**src/rtl/pipe_hazard_ctrl.sv**
```systemverilog
// Pipeline hazard sequencer: per-stage enable/flush for load-use stalls, taken-branch
// squashes and data-memory waits, plus saturating statistics and a sticky timeout flag.
module pipe_hazard_ctrl #(
    parameter int unsigned FLUSH_CYCLES = 1,
    parameter int unsigned MEM_TIMEOUT  = 255,
    parameter int unsigned CNT_W        = 16
) (
    input  logic             clk,
    input  logic             rst_n,
    input  logic [4:0]       id_rs,
    input  logic [4:0]       id_rt,
    input  logic             id_uses_rt,
    input  logic             ex_mem_read,
    input  logic             ex_regwrite,
    input  logic [4:0]       ex_rd,
    input  logic             branch_taken,
    input  logic             mem_busy,
    output logic             pc_en,
    output logic             ifid_en,
    output logic             ifid_flush,
    output logic             idex_en,
    output logic             idex_flush,
    output logic             exmem_en,
    output logic [CNT_W-1:0] stall_cnt,
    output logic [CNT_W-1:0] flush_cnt,
    output logic             mem_timeout
);

    typedef enum logic [1:0] {StInit, StRun, StFlush, StMemWait} state_e;

    localparam logic [1:0]       FlushLoad  = 2'(FLUSH_CYCLES - 1);
    localparam logic [7:0]       WaitMax    = 8'(MEM_TIMEOUT);
    localparam bit               MultiFlush = (FLUSH_CYCLES > 1);
    localparam logic [CNT_W-1:0] CntOne     = CNT_W'(1);

    state_e           state_q, state_d;
    logic [1:0]       fcnt_q, fcnt_d;
    logic [7:0]       wcnt_q, wcnt_d;
    logic [CNT_W-1:0] stall_cnt_q, flush_cnt_q;
    logic             mem_timeout_q, mem_timeout_d;
    logic             branch_accept;
    logic             load_use;

    assign load_use = ex_mem_read & ex_regwrite & (ex_rd != 5'd0) &
                      ((ex_rd == id_rs) | (id_uses_rt & (ex_rd == id_rt)));

    always_comb begin
        state_d       = state_q;
        fcnt_d        = fcnt_q;
        wcnt_d        = wcnt_q;
        mem_timeout_d = mem_timeout_q;
        branch_accept = 1'b0;
        pc_en         = 1'b1;
        ifid_en       = 1'b1;
        ifid_flush    = 1'b0;
        idex_en       = 1'b1;
        idex_flush    = 1'b0;
        exmem_en      = 1'b1;

        unique case (state_q)
            StInit: begin
                pc_en      = 1'b0;
                ifid_en    = 1'b0;
                idex_en    = 1'b0;
                exmem_en   = 1'b0;
                ifid_flush = 1'b1;
                idex_flush = 1'b1;
                state_d    = StRun;
            end
            StRun: begin
                if (mem_busy) begin
                    pc_en    = 1'b0;
                    ifid_en  = 1'b0;
                    idex_en  = 1'b0;
                    exmem_en = 1'b0;
                    wcnt_d   = 8'd1;
                    state_d  = StMemWait;
                end else if (branch_taken) begin
                    ifid_flush    = 1'b1;
                    idex_flush    = 1'b1;
                    branch_accept = 1'b1;
                    if (MultiFlush) begin
                        fcnt_d  = FlushLoad;
                        state_d = StFlush;
                    end
                end else if (load_use) begin
                    // Hold PC and IF/ID, inject a bubble behind the load.
                    pc_en      = 1'b0;
                    ifid_en    = 1'b0;
                    idex_flush = 1'b1;
                end
            end
            StFlush: begin
                if (mem_busy) begin
                    pc_en    = 1'b0;
                    ifid_en  = 1'b0;
                    idex_en  = 1'b0;
                    exmem_en = 1'b0;
                end else begin
                    ifid_flush = 1'b1;
                    idex_flush = 1'b1;
                    fcnt_d     = fcnt_q - 2'd1;
                    if (fcnt_q <= 2'd1) begin
                        state_d = StRun;
                    end
                end
            end
            StMemWait: begin
                pc_en    = 1'b0;
                ifid_en  = 1'b0;
                idex_en  = 1'b0;
                exmem_en = 1'b0;
                if (!mem_busy) begin
                    wcnt_d  = 8'd0;
                    state_d = StRun;
                end else if (wcnt_q == WaitMax) begin
                    // Leave to RUN so the error surfaces; RUN re-freezes if still busy.
                    mem_timeout_d = 1'b1;
                    wcnt_d        = 8'd0;
                    state_d       = StRun;
                end else begin
                    wcnt_d = wcnt_q + 8'd1;
                end
            end
            default: state_d = StInit;
        endcase
    end

    always_ff @(posedge clk) begin
        if (!rst_n) begin
            state_q       <= StInit;
            fcnt_q        <= 2'd0;
            wcnt_q        <= 8'd0;
            stall_cnt_q   <= '0;
            flush_cnt_q   <= '0;
            mem_timeout_q <= 1'b0;
        end else begin
            state_q       <= state_d;
            fcnt_q        <= fcnt_d;
            wcnt_q        <= wcnt_d;
            mem_timeout_q <= mem_timeout_d;
            if ((state_q != StInit) && !pc_en && (stall_cnt_q != '1)) begin
                stall_cnt_q <= stall_cnt_q + CntOne;
            end
            if (branch_accept && (flush_cnt_q != '1)) begin
                flush_cnt_q <= flush_cnt_q + CntOne;
            end
        end
    end

    assign stall_cnt   = stall_cnt_q;
    assign flush_cnt   = flush_cnt_q;
    assign mem_timeout = mem_timeout_q;

endmodule

```
**config.mk**
```make
export PLATFORM = sky130hd
export DESIGN_NAME = pipe_hazard_ctrl
export DESIGN_NICKNAME = d
export VERILOG_FILES = /design/src/rtl/pipe_hazard_ctrl.sv
export SDC_FILE = /design/constraint.sdc
export NUM_CORES = 1
export LEC_CHECK = 0
export CAP_MARGIN = 10
export CORE_MARGIN = 3
export CORE_UTILIZATION = 53
export DETAILED_ROUTE_END_ITERATION = 8
export PLACE_DENSITY_LB_ADDON = 0.12
export SYNTH_ARGS = -nofsm -noshare
export SYNTH_HDL_FRONTEND = slang
export SYNTH_SLANG_ARGS = --single-unit
```
**constraint.sdc**
```tcl
create_clock -name clk -period 4.4 [get_ports clk]
set_clock_uncertainty 0.1 [all_clocks]
set_input_delay 1.32 -clock clk [delete_from_list [all_inputs] [get_ports clk]]
set_output_delay 1.32 -clock clk [all_outputs]
set_load 0.02 [all_outputs]
```
-- Word level (Yosys, flattened, before mapping)
Index checks and enable logic that the tools add are counted.
- add/subtract/negate cells: 4
- multiply operators: 0
- div/mod/pow operators: 0
- $lt $le $gt $ge: 1
- equal/unequal tests: 12
- shift-type cells: 0
- muxes and demuxes: 24
- bitwise logic cells: 6
- reduce and logical (&&, ||, !) cells: 14
- operator list (cell ; number):
    adder 16 x 1 -> 16 bit (second input constant) ; 2
    inequality test 16 bit (second input constant) ; 2
    2-to-1 mux 8 bit ; 3
    case mux 8 bit (2 select lines) ; 1
    equality test 5 bit ; 2
    2-to-1 mux 1 bit ; 10
    2-to-1 mux 2 bit ; 5
    case mux 1 bit (3 select lines) ; 3
    adder 8 x 1 -> 8 bit (second input constant) ; 1
    equality test 8 bit (second input constant) ; 1
    case mux 2 bit (4 select lines) ; 1
    inequality test 2 bit (second input constant) ; 3
    nonzero test 5 bit ; 1
    AND 1 bit ; 4
    equality test 2 bit (second input constant) ; 2
    AND reduction 2 bit ; 2
    AND reduction 4 bit ; 1
    nonzero test 2 bit ; 2
    OR reduction 2 bit ; 2
    logical AND 1 bit ; 3
    inequality test 3 bit (second input constant) ; 1
    AND reduction 3 bit ; 1
    equality test 2 x 1 -> 1 bit (second input constant) ; 1
    less-or-equal comparator 2 x 1 -> 1 bit (second input constant) ; 1
    6 further kinds ; 6
- register bits: 45
- bits in latches: 0
- bits in writable memories: 0
- memory bits (read-only): 0
- input port bits: 22
- output and inout bits: 39
- word-level logic and storage cells: 67
- memories kept: 0

-- Longest topological paths before layout
Gate-level depths: netlist of run 1.
- word-level depth: 11
- mapped depth: 9
- gate-level depth less buffers: 8

-- Worst setup path before layout of run 1
Ideal clock, no wire load.
- kind: input -> output
- start: input port ex_rd[1]
- end: output port pc_en
- arrival: 2.821 ns
- required time: 2.980 ns
- slack: 0.159 ns
- stages on the path: 5
- path buffers: 1
- cell sequence: or4_1 o211ai_2 nor2_1 a31oi_1 buf_4
- longest elaborated chain between the ends: 8
- elaborated cells on any way between the ends: 11
- classes of those cells: eq/ne (2); mux (4); bitwise (4); reduce/logical (1)
- ends and longest elaborated chain (what ; line ; text):
    from (decl) ; 15 ; input logic [4:0] ex_rd,
    equality test 5 bit ; 45 ; ((ex_rd == id_rs) | (id_uses_rt & (ex_rd == id_rt)));
    AND 1 bit ; 45 ;
    OR 1 bit ; 45 ;
    AND 1 bit (*) ; 44 ; assign load_use = ex_mem_read & ex_regwrite & (ex_rd != 5'd0) &
    2-to-1 mux 1 bit (*) (3 in series) ; - ;
    case mux 1 bit (3 select lines) (*) ; - ;
    to (decl) ; 18 ; output logic pc_en,
Mark *: on every way between the ends. The rest lies on a longest branch, timed or not.

-- Worst setup path in the final report of run 1
- start: input port ex_rd[1]
- end: output port idex_flush
- longest elaborated chain between the ends: 8
- elaborated cells on any way between the ends: 11
- classes of those cells: eq/ne (2); mux (4); bitwise (4); reduce/logical (1)
- ends and longest elaborated chain (what ; line ; text):
    equality test 5 bit ; 45 ;
    AND 1 bit ; 45 ;
    OR 1 bit ; 45 ;
    AND 1 bit (*) ; 44 ;
    2-to-1 mux 1 bit (*) ; 86 ; end else if (load_use) begin
    2-to-1 mux 1 bit (*) ; 78 ; end else if (branch_taken) begin
    2-to-1 mux 1 bit (*) ; 71 ; if (mem_busy) begin
    case mux 1 bit (3 select lines) (*) ; 60 ; unique case (state_q)
    to (decl) ; 22 ; output logic idex_flush,
Marked as above.

==> results of run 1 <==
stage by stage:
| stage | cells | total power, mW |
|---|---|---|
| after floorplan | 292 | 0.513 |
| after global placement | 406 | 0.573 |
| after detailed placement | 406 | 0.576 |
| after CTS | 414 | 0.937 |
| after global routing | 414 | 0.970 |
| final | 414 | 0.930 |
report_power, final:
group	switching [mW]	internal [mW]
sequential	0.00891	0.414
combinational	0.0728	0.0701
clock	0.138	0.226
Yosys cell counts (2+ instances only):
cell	number
or3_1	5
mux2i_1	3
o21ai_0	10
clkbuf_1	5
nor3_1	8
nor4_1	3
and4_1	2
and3_1	4
nor2b_1	2
nand3_1	13
o31ai_1	4
nand4_1	12
nor3b_1	2
ha_1	9
nand2_1	24
a21oi_1	18
inv_1	11
xor2_1	10
buf_4	3
a31oi_1	3
dfxtp_1	45
nand4b_1	2
xnor2_1	23
o21bai_1	2
and2_1	8
or3_2	2
o31a_1	2
or4_1	4
nor2_1	36
registers in the layout, summed over array words and instances (netlist names):
name and cells:
fcnt_q 2, wcnt_q 8, mem_timeout 1, stall_cnt 16, flush_cnt 16, state_q 2
final cells by class:
type	instances	area (µm²)	area share, %
clock buffers	5	68.8	2.11
clock inverters	3	65.1	1.99
inverters	12	45.0	1.38
multi-input cells	226	1440	44.1
flip-flops and latches	45	901	27.6
well taps	50	62.6	1.91
repair buffers	73	686	21.0
worst max-delay path: stages:
cell             delay (ns)
clkdlybuf4s50_1        0.42
or4_4                  0.55
o211ai_2               0.19
nor2_2                 0.06
a31o_2                 0.24
buf_2                  0.15
path summary, 6_finish.rpt:
path / slack (ns) / from / end
worst max register to register: 1.88 / state_q[1] / flush_cnt[8]
worst min-delay path: 0.39 / mem_timeout / mem_timeout
worst max-delay path: 0.05 / ex_rd[1] / idex_flush
worst min register to register: 0.39 / mem_timeout / mem_timeout
what timing repair did:
item	CTS	global route
cloned	0	0
pin swaps	0	3
gates resized for setup	15	3
endpoints found under the setup margin	3	3
layer usage:
layer / up-vias / wire, µm
met1: 1099 / 2550
met5: - / 0
met3: 2 / 276
met4: 0 / 23
li1: 1173 / -
met2: 50 / 2740
cell families (layout without fill, tap and decap cells):
| kind of cell | after synthesis | in the layout | synth area share (%) |
|---|---|---|---|
| flip-flops | 45 | 45 | 37.2 |
| buffers and inverters | 21 | 93 | 3.78 |
| XOR/XNOR | 33 | 33 | 12.0 |
| AND/OR/NAND/NOR | 132 | 132 | 28.4 |
| adder cells (fa/ha/maj) | 9 | 9 | 4.66 |
| AO/OA/AOI/OAI | 49 | 49 | 12.7 |
| multiplexers | 3 | 3 | 1.24 |
==> metrics, run 1 <==
final hold vios=0; DR DRC count=0; setup TNS after final layout=0 ns; CP startpoint kind=input pin; Clock transition at path regs=about 0.08 ns; Crit Path Category=input pin to output port; num rows=23; FFs w/ async S/R, synth=0%; flops & latches, synth=45; sequential area share after synthesis=37.2%; gr usage total=roughly a fifth; Routed Wire Length=about 5600 µm; first drt pass iteration count=4; EDFF count, synth=0; gr ovfl total=0; IO Pins=61; hold buffers post-CTS=0; largest net degree at the start of global routing=34; routing usage on met1=between 20% and 30%; Mean Syn Cell Area=approximately 8.3 µm²; Vias=2324; Worst Hold Class=flop to flop; Detail Route Antenna Nets=0; Via density=about 5.6; dominant synthesized flop cell=dfxtp_1; Starting Density=around 58%; syn nets=323; clk sinks=45; setup repair bufs after CTS=0; die width=between 70 and 80 µm; Worst-Margin Slew=slightly below 0.7 ns; RSZ-0062 raised after global routing=yes; R2R depth=9; top cell type's share of synthesized area=a little under two fifths; Util after Layout=around 78%; final slew viol count=0; top cell type by total area after synthesis=dfxtp_1; most frequent cells in the layout=57 x clkdlybuf4s50_1, 45 x dfxtp_1, 35 x nor2_1; GPL Wtd Cong=roughly 0.83; met3 usage=slightly above 4%; relative slew slack=a little over half; DP Wirelength=between 4000 and 5000 µm; core area=4200 µm²; Worst Setup End Kind=output port; Hold Path Depth=2; clock latency at the later pin of the worst-skew pair=between 0.2 and 0.3 ns; Ys Warns=0; Max clock buf depth=2; fin crit share=a little over nine tenths; fin nets=roughly 390; post-layout minimum cycle time=4.35 ns; fmax=230 MHz; Static Leakage=about 1.1 nW; die area=around 5400 µm²; WP data required=around 3.0 ns; Final setup viols=0; critical-path maximum fanout=2; input/output buffers=60; fillers=around 320; first-pass GRT wire length=9370 µm; worst hold slack=between 0.3 and 0.4 ns; share of post-route cells with drive strength above 1=10.2%; H-tree depth=2; top post-synthesis cells by area=dfxtp_1 37%, xnor2_1 8.3%, nor2_1 5.6%; ANT cells=0; initial antenna violation count=0; pwr dens=284 nW/µm²; Placement Cell Area=3130 µm²; layer with the highest usage=met2; clock root cell=clkbuf_8; distinct cell type count after synthesis=between 40 and 50; most common cell after layout, fill and taps aside=clkdlybuf4s50_1; initial drt markers=approximately 110; WL/cell=around 14 µm; Inserted Clock Buffers=5; maximum vdd ir drop=around 0.00020 V; MaxCap Viol Count=0; Gate Count Post-Synth=slightly below 300; CTS tree=built; Worst Setup Slack post-DPL=-0.433 ns; Layout area overhead=35.1%; grt met2 use=38.8%; vias in the first global route=2205; Die Y=between 70 and 80 µm; worst path arrival time=approximately 3 ns; Finished Cell Area=~3300 µm²; min setup slack post-route=roughly 0.047 ns; status=completed; cell area after synthesis=2420 µm²
Note: power is estimated with default switching activity, not from simulation.
==> inputs of run 2 (changes only) <==
- PLACE_DENSITY_LB_ADDON: 0.12 -> 0.2
==> run 2 against run 1 <==
  * Flip-flop and latch count did not move
  * Final area fell by 1.2%
  * Die area did not move
  * Global-route usage rose by 1.5 points
  * Clock power fell by 28%
  * Count of clock-buffer cells in the layout did not move
  * Total power fell by 11%
  * Sequential share of layout area rose by 0.33 points
  * Register-to-register slack barely moved
  * Combinational power barely moved
  * Largest power group unchanged
==> metrics, run 2 (same netlist as run 1, synthesis figures left out) <==
status=completed; die width=roughly 74 µm; Worst path top cell family by delay=buffers and inverters; slowest stage delay, CP=between 0.4 and 0.5 ns; final hold vios=0; clock root cell=clkbuf_8; HP Start=mem_timeout; maximum vdd ir drop=about 0.00018 V; Starting Density=a little under three fifths; Die Y=73.6 µm; routing usage on met1=approximately 28%; min setup slack post-route=slightly below 0.07 ns; share of post-route cells with drive strength above 1=approximately a tenth; fin nets=393; DR DRC count=0; hold buffers post-CTS=0; Layout area overhead=33.5%; Worst Hold Class=flop to flop; Worst Setup End Kind=output port; num rows=23; CTS tree=built; Util after Layout=76.9%; fin crit share=around 98%; Worst-Margin Slew=about 0.64 ns; initial antenna violation count=0; final slew viol count=0; post-layout minimum cycle time=between 4 and 5 ns; RSZ-0062 raised after global routing=no; Final setup viols=0; Routed Wire Length=between 5000 and 6000 µm; Max clock buf depth=2; pwr dens=around 260 nW/µm²; CP Buf/Inv Count=2; Clock transition at path regs=0.08 ns; largest net degree at the start of global routing=34; slowest CP cell=clkdlybuf4s50_1; WP data required=just under 3 ns; most frequent cells in the layout=54 x clkdlybuf4s50_1, 45 x dfxtp_1, 35 x nor2_1; most common cell after layout, fill and taps aside=clkdlybuf4s50_1; gr ovfl total=0; critical-path maximum fanout=3; vias in the first global route=~2.2k; grt met2 use=between 30% and 40%; MaxCap Viol Count=0; WL/cell=about 14 µm; RR Startpoint=state_q[1]; ANT cells=0; IO Pins=between 60 and 70; initial drt markers=around 110; clock latency at the later pin of the worst-skew pair=roughly 0.3 ns; core area=between 4000 and 5000 µm²; first drt pass iteration count=4; Critical path origin=ex_rd[4]; first-pass GRT wire length=between 9000 and 10000 µm; Via density=about 5.6; relative slew slack=between 50% and 60%; CP startpoint kind=input pin; worst path arrival time=about 2.9 ns; crit-path cells=clkdlybuf4s50_1 > or4_4 > o211ai_2 > nor2_2 > a31o_2 > buf_4; DP Wirelength=4120 µm; H-tree depth=2; die area=approximately 5400 µm²; Worst Setup Slack post-DPL=-0.427 ns; worst hold slack=slightly below 0.4 ns; input/output buffers=60; Static Leakage=1.11 nW; gr usage total=between 20 and 25%; Inserted Clock Buffers=5; fillers=about 320; Crit Path Category=input pin to output port; Vias=about 2.3k; fmax=231 MHz; layer with the highest usage=met2; clk sinks=45; power consumption=between 0.8 and 0.9 mW; Detail Route Antenna Nets=0; met3 usage=approximately 5.7%; GPL Wtd Cong=0.820
-- run 2: cell count changes in the layout (fill, tap and decap cells not counted) --
cell	before	now
clkdlybuf4s50_1	57	54
clkinvlp_4	0	3
dlymetal6s2s_1	0	3
buf_2	2	0
bufinv_16	2	0
a31oi_1	3	2
a31oi_2	0	1
buf_4	14	15
clkinv_2	1	0
xnor2_1	22	23
xnor2_2	1	0
-- run 2: final cells by class --
| cell class | instances | area (µm²) | area share [%] |
|---|---|---|---|
| Timing Repair Buffer | 72 | 691 | 21.4 |
| Multi-Input combinational cell | 226 | 1440 | 44.6 |
| Sequential cell | 45 | 901 | 27.9 |
| Clock inverter | 3 | 22.5 | 0.697 |
| Tap cell | 50 | 62.6 | 1.94 |
| Clock buffer | 5 | 68.8 | 2.13 |
| Inverter | 12 | 45.0 | 1.39 |
-- run 2: worst paths after layout --
check                       to  slack [ns]  cells after the start
hold reg to reg    mem_timeout        0.39                      2
setup reg to reg  flush_cnt[9]        1.89                      9
hold / removal     mem_timeout        0.39                      2
setup / recovery    idex_flush        0.07                      6
-- run 2: what timing repair did --
action	4_1_cts	5_1_grt
pin swaps	0	4
gates resized for setup	14	9
endpoints found under the setup margin	3	3
setup buffers	0	1
-- run 2: layer usage --
metal,vias up,part of all wire (%),wire length (µm)
met1,1040,46,2590
met3,13,6.3,354
met2,75,46,2590
met4,0,2.0,115
li1,1172,-,-
met5,-,0,0
-- run 2: metrics by stage --
| stage | TNS [ns] | cell area (µm²) | std cells |
|---|---|---|---|
| final | 0 | 3230 | 413 |
| after floorplan | 0 | 2420 | 292 |
| after detailed placement | -1.24 | 3120 | 404 |
| after global routing | 0 | 3230 | 413 |
| after global placement | -1.11 | 3120 | 404 |
| after CTS | 0 | 3190 | 412 |
-- run 2: worst reg2reg max path: cells and delay by family, from the launching register on --
kind / cells / cell delay, ns
DFF: 1 / 0.35
xor gates and xnor gates: 1 / 0.16
adders and majority gates: 1 / 0.32
and+or+nand+nor: 5 / 1.23
buffers and inverters: 2 / 0.27
-- run 2: where the power goes --
group	internal [mW]	switching [mW]
Combinational	0.0700	0.0722
Sequential	0.414	0.00902
Clock	0.111	0.149
Total	0.596	0.231
==> inputs of run 3 (changes only) <==
- CORE_UTILIZATION: 53 -> 44
- SKIP_LAST_GASP: unset -> 1
==> run 3 against run 2 <==
  * Critical path depth stayed put
  * Total power is 0.35% higher
  * Via count is 0.91% lower
  * Final area is 0.93% higher
  * Sequential share of layout area is 0.26 points lower
  * Core utilization is 14 points lower
  * Register-to-register slack better by 0.03 ns
  * Die area is 19% higher
  * Combinational power hardly changed
  * Critical path type unchanged
  * Largest cell class unchanged
==> metrics, run 3 (same netlist as run 1, synthesis figures left out) <==
RSZ-0062 raised after global routing=no; most frequent cells in the layout=53 x clkdlybuf4s50_1, 45 x dfxtp_1, 35 x nor2_1; CP startpoint kind=input pin; Finished Cell Area=roughly 3300 µm²; Combinational Power Share=17.1%; Via density=roughly 5.3; relative slew slack=a little under three fifths; Layout area overhead=34.8%; clock latency at the later pin of the worst-skew pair=0.30 ns; num rows=26; Clock power frac=31.8%; R2R setup slack=approximately 1.9 ns; status=completed; DP Wirelength=~4000 µm; net switching fraction of the power=roughly 28%; fin nets=393; ANT cells=0; Worst Hold Class=flop to flop; cell-internal power=between 0.5 and 0.6 mW; DR DRC count=0; die area=about 6400 µm²; GPL Wtd Cong=about 0.83; reg2reg end=flush_cnt[8]; R2R depth=9; fmax=231 MHz; Static Leakage=approximately 1.1 nW; Die Y=between 80 and 90 µm; H-tree depth=2; Routed Wire Length=between 5000 and 6000 µm; worst hold slack=between 0.3 and 0.4 ns; WL/cell=~13 µm; maximum vdd ir drop=roughly 0.00015 V; clk sinks=45; Critical path origin=ex_rd[4]; most common cell after layout, fill and taps aside=clkdlybuf4s50_1; fin crit share=98.6%; Clock transition at path regs=0.09 ns; clock root cell=clkbuf_8; post-layout minimum cycle time=approximately 4.3 ns; MaxCap Viol Count=0; Max clock buf depth=2; vias in the first global route=2091; die width=80.1 µm; Worst Setup EP=idex_flush; Vias=2279; largest net degree at the start of global routing=34; Crit Path Category=input pin to output port; gr ovfl total=0; Final setup viols=0; initial drt markers=64; Detail Route Antenna Nets=0; Worst Setup End Kind=output port; Worst-Margin Slew=approximately 0.67 ns; Sequential Power Share=51.1%; fillers=490; Placement Cell Area=about 3200 µm²; RR Startpoint=state_q[1]; CTS tree=built; first drt pass iteration count=4; gr usage total=~17%; core area=~5200 µm²; pwr dens=254 nW/µm²; critical-path maximum fanout=3; final slew viol count=0; initial antenna violation count=0; power consumption=0.829 mW; worst path arrival time=2.92 ns; Inserted Clock Buffers=5; final hold vios=0; switching power=~0.23 mW; share of post-route cells with drive strength above 1=approximately 9.9%; WP data required=2.98 ns; first-pass GRT wire length=between 9000 and 10000 µm; input/output buffers=60; Starting Density=46.5%; setup repair bufs after CTS=0; IO Pins=between 60 and 70
run 3: changes by cell type in the layout (fill, tap and decap cells not counted), sizes merged:
cell | before | now
clkinvlp | 3 | 1
dlymetal6s2s | 3 | 4
inv | 11 | 12
clkdlybuf4s50 | 54 | 53
clkinv | 1 | 2
run 3: worst min-delay path by stage:
stage,start,to,slack (ns),cells after the start
final,mem_timeout,mem_timeout,0.40,2
after global placement,mem_timeout,mem_timeout,0.37,2
after global routing,mem_timeout,mem_timeout,0.43,2
after detailed placement,mem_timeout,mem_timeout,0.38,2
after CTS,mem_timeout,mem_timeout,0.40,2
after floorplan,wcnt_q[6],wcnt_q[6],0.37,2
run 3: metal layers:
| metal | routed length, µm | track usage [%] |
|---|---|---|
| met1 | 2590 | 21.8 |
| met2 | 2520 | 29.5 |
| met5 | 0 | 0 |
| met3 | 327 | 4.82 |
| met4 | 45 | 3.72 |
run 3: area by class of cell:
| class | count | area [µm²] | share of cell area (%) |
|---|---|---|---|
| timing repair buffer | 72 | 693 | 21.3 |
| tap | 70 | 87.6 | 2.69 |
| multi-input combinational | 226 | 1440 | 44.1 |
| inverter | 12 | 45.0 | 1.38 |
| clock buffer | 5 | 68.8 | 2.11 |
| clock inverter | 3 | 25.0 | 0.768 |
| sequential | 45 | 901 | 27.6 |
run 3: power by group through the flow:
stage                     clock network, mW  logic (mW)  registers (mW)
final                                 0.264       0.142           0.423
after global routing                  0.287       0.156           0.426
after CTS                             0.271       0.142           0.424
after detailed placement                  0       0.143           0.433
after global placement                    0       0.141           0.432
after floorplan                           0      0.0775           0.436
run 3: repair_timing:
item | 4_1_cts | 5_1_grt
setup endpoints to repair | 3 | 4
resized for setup | 14 | 10
hold buffers | 0 | 0
pin swaps | 0 | 4
run 3: critical path, stage by stage:
cell and delay, ns:
clkdlybuf4s50_1 0.48, or4_4 0.45, o211ai_2 0.20, nor2_2 0.08, a31o_2 0.24, buf_4 0.15
run 3: through the flow:
stage          worst slack (ns)  setup TNS, ns  util (%)  cells
6_report                 0.0638              0      62.6    433
5_1_grt                 0.00361              0      62.6    433
4_1_cts                 -0.0520        -0.0520      62.2    433
3_5_place_dp             -0.414          -1.20      60.5    425
3_3_place_gp             -0.393          -1.14      60.5    425
2_1_floorplan             0.159              0         -    292
